## config.mk

```make
export PLATFORM = sky130hd
export DESIGN_NAME = operand_mult_unit
export DESIGN_NICKNAME = d
export VERILOG_FILES = /design/src/rtl/operand_mult_unit.sv
export SDC_FILE = /design/constraint.sdc
export NUM_CORES = 1
export LEC_CHECK = 0
export BUFFER_PORTS_ARGS = -buffer_cell sky130_fd_sc_hd__buf_2
export CORE_UTILIZATION = 35
export DETAILED_ROUTE_END_ITERATION = 10
export GPL_TIMING_DRIVEN = 1
export MAX_ROUTING_LAYER = met4
export PLACE_DENSITY = 0.57
export SYNTH_ARGS = -nofsm -noshare
export SYNTH_HDL_FRONTEND = slang
export SYNTH_SLANG_ARGS = --single-unit
export TNS_END_PERCENT = 30
```

## constraint.sdc

```tcl
create_clock -name clk -period 6.4 [get_ports clk]
set_input_delay 0.32 -clock clk [delete_from_list [all_inputs] [get_ports clk]]
set_output_delay 0.32 -clock clk [all_outputs]
set_load 0.02 [all_outputs]
```

## src/rtl/operand_mult_unit.sv

```systemverilog
// Sequential unsigned multiplier: operands are loaded one at a time, then go runs
// a DW-cycle shift-add loop (LSB first) and publishes the 2*DW-bit product with a done pulse.
module operand_mult_unit #(
    parameter int DW = 8
) (
    input  logic            clk,
    input  logic            rst,
    input  logic            load,
    input  logic            sel,
    input  logic [DW-1:0]   data_in,
    input  logic            go,
    output logic            loaded_x,
    output logic            loaded_y,
    output logic            busy,
    output logic            done,
    output logic [2*DW-1:0] result
);

    localparam int CW = $clog2(DW + 1);

    typedef enum logic {
        IDLE = 1'b0,
        RUN  = 1'b1
    } state_t;

    state_t          state;
    state_t          state_nxt;
    logic            go_ok;
    logic            last;
    logic [DW-1:0]   x_reg;
    logic [DW-1:0]   y_reg;
    logic [2*DW-1:0] mcand;
    logic [DW-1:0]   mplier;
    logic [2*DW-1:0] acc;
    logic [2*DW-1:0] acc_add;
    logic [CW-1:0]   cnt;

    always_ff @(posedge clk or negedge rst) begin
        if (!rst) begin
            state <= IDLE;
        end else begin
            state <= state_nxt;
        end
    end

    always_comb begin
        state_nxt = state;
        go_ok     = 1'b0;
        last      = 1'b0;
        case (state)
            IDLE: begin
                if (go && loaded_x && loaded_y) begin
                    state_nxt = RUN;
                    go_ok     = 1'b1;
                end
            end
            RUN: begin
                if (cnt == CW'(DW - 1)) begin
                    state_nxt = IDLE;
                    last      = 1'b1;
                end
            end
            default: state_nxt = IDLE;
        endcase
    end

    // The running sum never exceeds the final product, so 2*DW bits cannot overflow.
    assign acc_add = acc + (mplier[0] ? mcand : '0);

    always_ff @(posedge clk or negedge rst) begin
        if (!rst) begin
            x_reg    <= '0;
            y_reg    <= '0;
            loaded_x <= 1'b0;
            loaded_y <= 1'b0;
            mcand    <= '0;
            mplier   <= '0;
            acc      <= '0;
            cnt      <= '0;
            result   <= '0;
            done     <= 1'b0;
        end else begin
            done <= 1'b0;
            if (go_ok) begin
                mcand  <= {{DW{1'b0}}, x_reg};
                mplier <= y_reg;
                acc    <= '0;
                cnt    <= '0;
            end else if (state == IDLE && load) begin
                if (sel) begin
                    y_reg    <= data_in;
                    loaded_y <= 1'b1;
                end else begin
                    x_reg    <= data_in;
                    loaded_x <= 1'b1;
                end
            end
            if (state == RUN) begin
                acc    <= acc_add;
                mcand  <= mcand << 1;
                mplier <= mplier >> 1;
                cnt    <= cnt + CW'(1);
                if (last) begin
                    result   <= acc_add;
                    done     <= 1'b1;
                    loaded_x <= 1'b0;
                    loaded_y <= 1'b0;
                end
            end
        end
    end

    assign busy = (state == RUN);

endmodule
```

# == Yosys cells after proc, flatten, opt, wreduce, memory -nomap -nowiden ==
# Cells that the tools add are included.
# word_totals
ff_bits,80
word_cells,51
output_inout_bits,20
in_bits,13
# classes
n_bitwise,3
reduce_logical,7
addsub,2
n_eq_ne,1
muxes,27
# op_table
cell,count
16-bit two-way mux,5
1-bit two-way mux,17
16-bit adder,1
8-bit two-way mux,2
4-bit two-way mux,2
3-bit AND reduction,2
"4-bit by 1-bit adder with 4-bit output, second input constant",1
"4-bit by 3-bit == test with 1-bit output, second input constant",1
1-bit logical AND,3
1-bit inverter,3
1-bit case mux with 2 select lines,1
2-bit AND reduction,1
2-bit nonzero test,1

# == Depth between registers and ports, before layout ==
# Gate-level depths: netlist (run 1).
# depth
word_depth,7
ltp_mapped,10
ltp_nobuf,9

# == Worst setup path after synthesis (run 1) ==
# OpenSTA, ideal clock, no wires.
# synth_timing
path_type,reg-to-reg
start,reg mplier[0]
end,reg acc[14]
slack_ns,3.856
stages_incl_launch_ff,11
t_arrival_ns,2.407
setup_ns,0.137
synth_period_minus_slack_ns,2.544
required_time_ns,6.263
path_buffers,1
cell_sequence,dfrtp_1 clkbuf_1 and2_1 ha_1 fa_1 a21o_1 a221oi_4 o2111ai_1 a31oi_1 xor2_1 o22ai_1
# synth_between
elab_chain_len,3
# synth_rtl
element,line,source
start: declaration,33,logic [DW-1:0] mplier;
start signal: assignment,86,mplier <= y_reg;
start signal: assignment,101,mplier <= mplier >> 1;
16-bit two-way mux,68,assign acc_add = acc + (mplier[0] ? mcand : '0);
16-bit adder,68,
16-bit two-way mux,98,if (state == RUN) begin
end signal: assignment,78,acc <= '0;
end signal: assignment,87,acc <= '0;
end signal: assignment,99,acc <= acc_add;
end: declaration,34,logic [2*DW-1:0] acc;
# No other way between the ends.
# A chain may end at the register's enable or synchronous reset.

# == Worst setup path in the final report (run 1) ==
# Ends and elaborated chain as after synthesis.

==> results of run 1 <==
[cells in the final DEF (no fill, tap or decap), types with 2 or more instances in the layout]
cell type and instances:
o21bai_1 3, o31ai_1 3, buf_4 5, mux2_2 19, nand2_1 93, nand4_1 4, a31oi_1 2, a21o_1 6
o21ai_1 4, xor2_1 9, a21oi_1 11, dfrtp_1 79, inv_1 2, nand3_1 7, and2_1 16, ha_1 16
o211ai_1 2, and3_1 2, and4_1 2, nor2_1 9, xnor2_1 5, clkbuf_16 9, a22o_1 4, o21ai_0 34
or3_1 2, mux2i_1 14, o22ai_1 4, clkinvlp_4 2, buf_2 31, or4_1 2
[report_power, final]
group | total [mW] | switching (mW) | internal, mW | leakage, nW
Combinational | 0.643 | 0.382 | 0.261 | 1.00
Clock | 0.511 | 0.208 | 0.303 | 0.139
Sequential | 0.840 | 0.141 | 0.699 | 1.04
[stage by stage]
step	hold slack, ns	cells
final	0.164	567
after global routing	0.224	567
after CTS	0.207	567
after detailed placement	0.458	551
after global placement	0.453	551
after floorplan	0.0244	396
[metal layers]
metal | track usage [%] | vias to the layer above | wire length, µm
met5 | - | - | 0
met4 | 7.53 | 0 | 165
met3 | 2.93 | 14 | 192
met2 | 25.6 | 43 | 3940
met1 | 21.0 | 1409 | 4050
li1 | - | 1430 | -
[cells by family (layout without fill, tap and decap cells)]
family / Yosys count / in the layout / synth area share (%)
AO/OA/AOI/OAI: 84 / 84 / 13.4
XOR/XNOR: 14 / 14 / 3.08
adder cells (fa/ha/maj): 17 / 17 / 5.53
buffers and inverters: 24 / 55 / 2.42
flip-flops: 80 / 80 / 50.3
multiplexers: 33 / 33 / 8.89
AND/OR/NAND/NOR: 144 / 144 / 16.4
[path summary, 6_finish.rpt]
path                             from   endpoint  slack [ns]  depth (start not counted)
setup reg to reg            mplier[0]    acc[14]        3.64                          9
max in group asynchronous         rst       busy        5.56                          1
setup / recovery            mplier[0]    acc[14]        3.64                          9
hold / removal                    rst  result[9]        0.16                          1
min in group clk           data_in[1]   x_reg[1]        0.23                          2
hold reg to reg             result[1]  result[1]        0.47                          2
[cell type report]
class                      instances  area [µm²]  area share (%)
inverter                           3        11.3           0.247
timing repair buffer              36         193            4.22
multi-input combinational        292        1880            41.3
tap                              140         175            3.84
sequential                        80        2000            43.9
clock inverter                     6        67.6            1.48
clock buffer                      10         229            5.02
==> results.sh, run 1 <==
export IMPL_grt_pass1_wl_um=14500
export IMPL_grt_pass1_vias=2908
export IMPL_num_io_pins=33
export IMPL_syn_area_um2=3980
export IMPL_synth_top_cells_by_area="dfrtp_1, nand2_1, mux2_2"
export IMPL_vias=2896
export IMPL_cts_setup_buffers=0
export IMPL_synth_edff_count=0
export IMPL_postRouteAntennaNets=0
export IMPL_min_path_type="primary input to asynchronous set/reset pin"
export IMPL_relSlewSlack_pct=33.1
export IMPL_rsz0062_at_grt="false"
export IMPL_wirelength_um=8350
export IMPL_cp_arrival_ns=2.96
export IMPL_max_cap_violations=0
export IMPL_synth_common_cells="nand2_1, dfrtp_1, o21ai_0, mux2_2, clkbuf_1"
export IMPL_critPathBufInv=0
export IMPL_cpMaxStageDelayCell="dfrtp_1"
export IMPL_cpPeakStageDelay_ns=0.54
export IMPL_post_synth_top_count_cell="nand2_1"
export IMPL_async_flop_share_pct=100
export IMPL_endpoint_kind="flop"
export IMPL_fillers=1073
export IMPL_wl_per_cell_um=14.7
export IMPL_reg_largest_list="acc x16, mcand x16, result x16"
export IMPL_worst_setup_path_start_kind="flop"
export IMPL_leakage_nw=2.18
export IMPL_rows=38
export IMPL_viasPerCell=5.11
export IMPL_power_total_mw=2.00
export IMPL_synth_top_area_cell="dfrtp_1"
export IMPL_final_util_pct=41.5
export IMPL_status="complete, no violations"
export IMPL_preCtsSetupSlack_ns=3.63
export IMPL_diodes=0
export IMPL_hpwl_um=5770
export IMPL_syn_nets=426
export IMPL_grt_overflow=0
export IMPL_drt_initial_drc_count=140
export IMPL_root_buffer="clkbuf_16"
export IMPL_cp_top_family="compound AO/OA/AOI/OAI gates"
export IMPL_worstPathMaxFanout=17
export IMPL_netlist_instances=396
export IMPL_period_share_pct=43.1
export IMPL_placed_area_um2=4270
export IMPL_synth_seq_cells=80
export IMPL_chipWidth_um=109
export IMPL_avgSynthCellArea_um2=10.1
export IMPL_worst_slack_ns=3.64
export IMPL_synth_top_cell_area_share_pct=50.3
export IMPL_track_usage_pct=16.5
export IMPL_ys_types=50
export IMPL_critPathKind="flop to flop"
export IMPL_grt_max_degree=81
export IMPL_core_area_um2=11000
export IMPL_maxSlewViolCount=0
export IMPL_fin_area_um2=4560
export IMPL_die_y_um=109
export IMPL_ir_worst_vdd_mv=0.140
export IMPL_yosysSeqAreaShare_pct=50.3
export IMPL_skew_ns=0.00591
export IMPL_die_area_um2=11800
export IMPL_hold_buffers=0
export IMPL_cts_clk_slew_worst_paths_ns=0.06
export IMPL_synth_ff_type="dfrtp_1"
export IMPL_cts_repair_resized=0
export IMPL_crit_chain="and2_1, ha_1, fa_1, a21o_1, a221oi_4, o2111ai_1, a31oi_1, xor2_1, o22ai_1"
export IMPL_cts_buffer_depth=2
export IMPL_finalSetupTns_ns=0
export IMPL_min_period_ns=2.76
export IMPL_hold_viol_final=0
export IMPL_syn2layout_area_growth_pct=14.6
export IMPL_drive_above_1_share_pct=17.8
export IMPL_setup_viol=0
export IMPL_yosysWarnings=0
export IMPL_finalNetCount=452
export IMPL_power_density_nw_per_um2=437
export IMPL_clock_latency_ns=0.34
export IMPL_gp_congestion=0.891
export IMPL_drc=0
export IMPL_worstMarginPinSlew_ns=1.00
export IMPL_cp_required_ns=6.60
export IMPL_tritoncts="yes"
export IMPL_start_util_pct=36.3
export IMPL_fmax_mhz=363
export IMPL_drtPass1Iterations=4
export IMPL_cts_made_buffers=9
export IMPL_port_buffer_count=32
export IMPL_cts_sinks=80
export IMPL_antenna_found_initial=0
export IMPL_htreeDepth=3
No activity file was read; power rests on OpenSTA's default activity.
==> run 2, diff against run 1 <==
==> constraint.sdc (replaced) <==
create_clock -name clk -period 2.57 [get_ports clk]
set_input_delay 0.1285 -clock clk [delete_from_list [all_inputs] [get_ports clk]]
set_output_delay 0.1285 -clock clk [all_outputs]
set_load 0.02 [all_outputs]
==> run 2 against run 1 <==
  * The run now ends with negative hold slack left
  * Critical path depth rose by 1
  * Largest cell class unchanged
  * Die area unchanged
  * Critical path type unchanged
  * Final cell count increased by 1.2%
  * Sequential share of layout area shrank 1.1 points
  * Clock-buffer cell count unchanged
==> results.sh, run 2 (synthesis results as in run 1) <==
export IMPL_status="finished, violations left"
export IMPL_violations="negative hold slack"
export IMPL_sequentialPowerShare_pct=40.2
export IMPL_ir_worst_vdd_mv=0.493
export IMPL_period_share_pct=95.5
export IMPL_min_period_ns=2.45
export IMPL_wirelength_um=8660
export IMPL_grt_overflow=0
export IMPL_viasPerCell=5.07
export IMPL_reg_largest_list="acc x16, mcand x16, result x16"
export IMPL_leakage_nw=2.24
export IMPL_min_path_type="primary input to asynchronous set/reset pin"
export IMPL_port_buffer_count=32
export IMPL_gp_congestion=0.924
export IMPL_grt_pass1_wl_um=14400
export IMPL_endpoint_kind="flop"
export IMPL_vias=2908
export IMPL_cp_required_ns=2.80
export IMPL_critPathKind="flop to flop"
export IMPL_worstMarginPinSlew_ns=1.01
export IMPL_hpwl_um=5960
export IMPL_postRouteAntennaNets=0
export IMPL_wl_per_cell_um=15.1
export IMPL_start_util_pct=36.3
export IMPL_grt_max_degree=81
export IMPL_finalSetupTns_ns=0
export IMPL_hold_buffers=0
export IMPL_mostFrequentLayoutCell="nand2_1"
export IMPL_diodes=0
export IMPL_cts_sinks=80
export IMPL_clock_latency_ns=0.35
export IMPL_cp_arrival_ns=2.68
export IMPL_drt_initial_drc_count=108
export IMPL_drive_above_1_share_pct=21.2
export IMPL_rows=38
export IMPL_grt_pass1_vias=2907
export IMPL_worstPathMaxFanout=3
export IMPL_fmax_mhz=407
export IMPL_worst_setup_path_start_kind="flop"
export IMPL_p_switching_mw=1.85
export IMPL_hold_viol_final=80
export IMPL_p_comb_share_pct=33.9
export IMPL_core_area_um2=11000
export IMPL_cts_made_buffers=9
export IMPL_die_area_um2=11800
export IMPL_setup_viol=0
export IMPL_tritoncts="yes"
export IMPL_root_buffer="clkbuf_16"
export IMPL_htreeDepth=3
export IMPL_max_cap_violations=0
export IMPL_maxSlewViolCount=0
export IMPL_drtPass1Iterations=4
export IMPL_holdWs_ns=-0.0382
export IMPL_antenna_found_initial=0
export IMPL_rsz0062_at_grt="false"
export IMPL_cts_clk_slew_worst_paths_ns=0.06
export IMPL_num_io_pins=33
export IMPL_relSlewSlack_pct=32.9
export IMPL_p_int_mw=3.22
export IMPL_track_usage_pct=16.5
export IMPL_syn2layout_area_growth_pct=17.4
export IMPL_skew_ns=0.00794
export IMPL_die_y_um=109
export IMPL_chipWidth_um=109
export IMPL_layout_common_cells="nand2_1, dfrtp_1, o21ai_0, buf_2, mux2_2"
export IMPL_power_density_nw_per_um2=1080
export IMPL_p_sw_share_pct=36.5
export IMPL_finalNetCount=460
export IMPL_p_clk_share_pct=26.0
export IMPL_cts_buffer_depth=2
export IMPL_drc=0
-- run 2: changes by cell type in the layout (fill, tap and decap cells not counted), sizes merged --
cell	previous run	this run
clkinvlp	2	0
clkinv	3	4
buf	36	44
-- run 2: final timing paths --
kind	start	to	slack [ns]	cells after the start
max	mcand[0]	acc[8]	0.12	10
min	rst	mcand[10]	-0.04	1
max reg2reg	mcand[0]	acc[8]	0.12	10
min reg2reg	result[0]	result[0]	0.47	2
max in group asynchronous	rst	busy	1.91	1
min in group clk	data_in[3]	y_reg[3]	0.03	2
-- run 2: layer usage --
layer  track usage [%]  up-vias  share of wire (%)
met4              7.82        0                1.7
met2              24.5       41                 46
li1                  -     1451                  -
met3              3.41       11                3.1
met1              21.6     1405                 49
met5                 -        -                  0
-- run 2: power groups by stage --
stage               Sequential [mW]  Combinational, mW  Clock (mW)
CTS                            2.04               1.72        1.35
global placement               2.05               1.68           0
detailed placement             2.06               1.71           0
finish                         2.04               1.72        1.32
floorplan                      2.14               1.10           0
global route                   2.11               1.93        1.40
-- run 2: metrics by stage --
stage | area, µm² | std cells | setup slack (ns) | utilization (%) | total power, mW
2_1_floorplan | 3980 | 396 | 0.0259 | - | 3.24
3_3_place_gp | 4320 | 558 | 0.146 | 39.3 | 3.73
3_5_place_dp | 4320 | 558 | 0.0853 | 39.3 | 3.77
4_1_cts | 4620 | 573 | 0.0609 | 42.1 | 5.11
5_1_grt | 4680 | 574 | 0.00516 | 42.6 | 5.44
6_report | 4680 | 574 | 0.115 | 42.6 | 5.07
-- run 2: what timing repair did --
action | CTS | global route
gates resized for setup | 0 | 8
setup buffers | 0 | 1
setup endpoints to repair | 0 | 4
-- run 2: area by class of cell --
cell class / instances / area, µm²
fillers: 1080 / 6310
flip-flops and latches: 80 / 2000
multi-input cells: 292 / 1930
repair buffers: 44 / 253
clock buffers: 10 / 239
well taps: 140 / 175
clock inverters: 5 / 65.1
inverters: 3 / 11.3
-- run 2: critical path, cell delays in order (launching register included) --
cell and delay [ns]:
dfrtp_1 0.38, and2_1 0.16, ha_1 0.21, fa_2 0.35, a21o_1 0.20, a221oi_4 0.31, buf_4 0.17, buf_4 0.10
o21bai_1 0.07, xor2_1 0.18, a22o_1 0.20
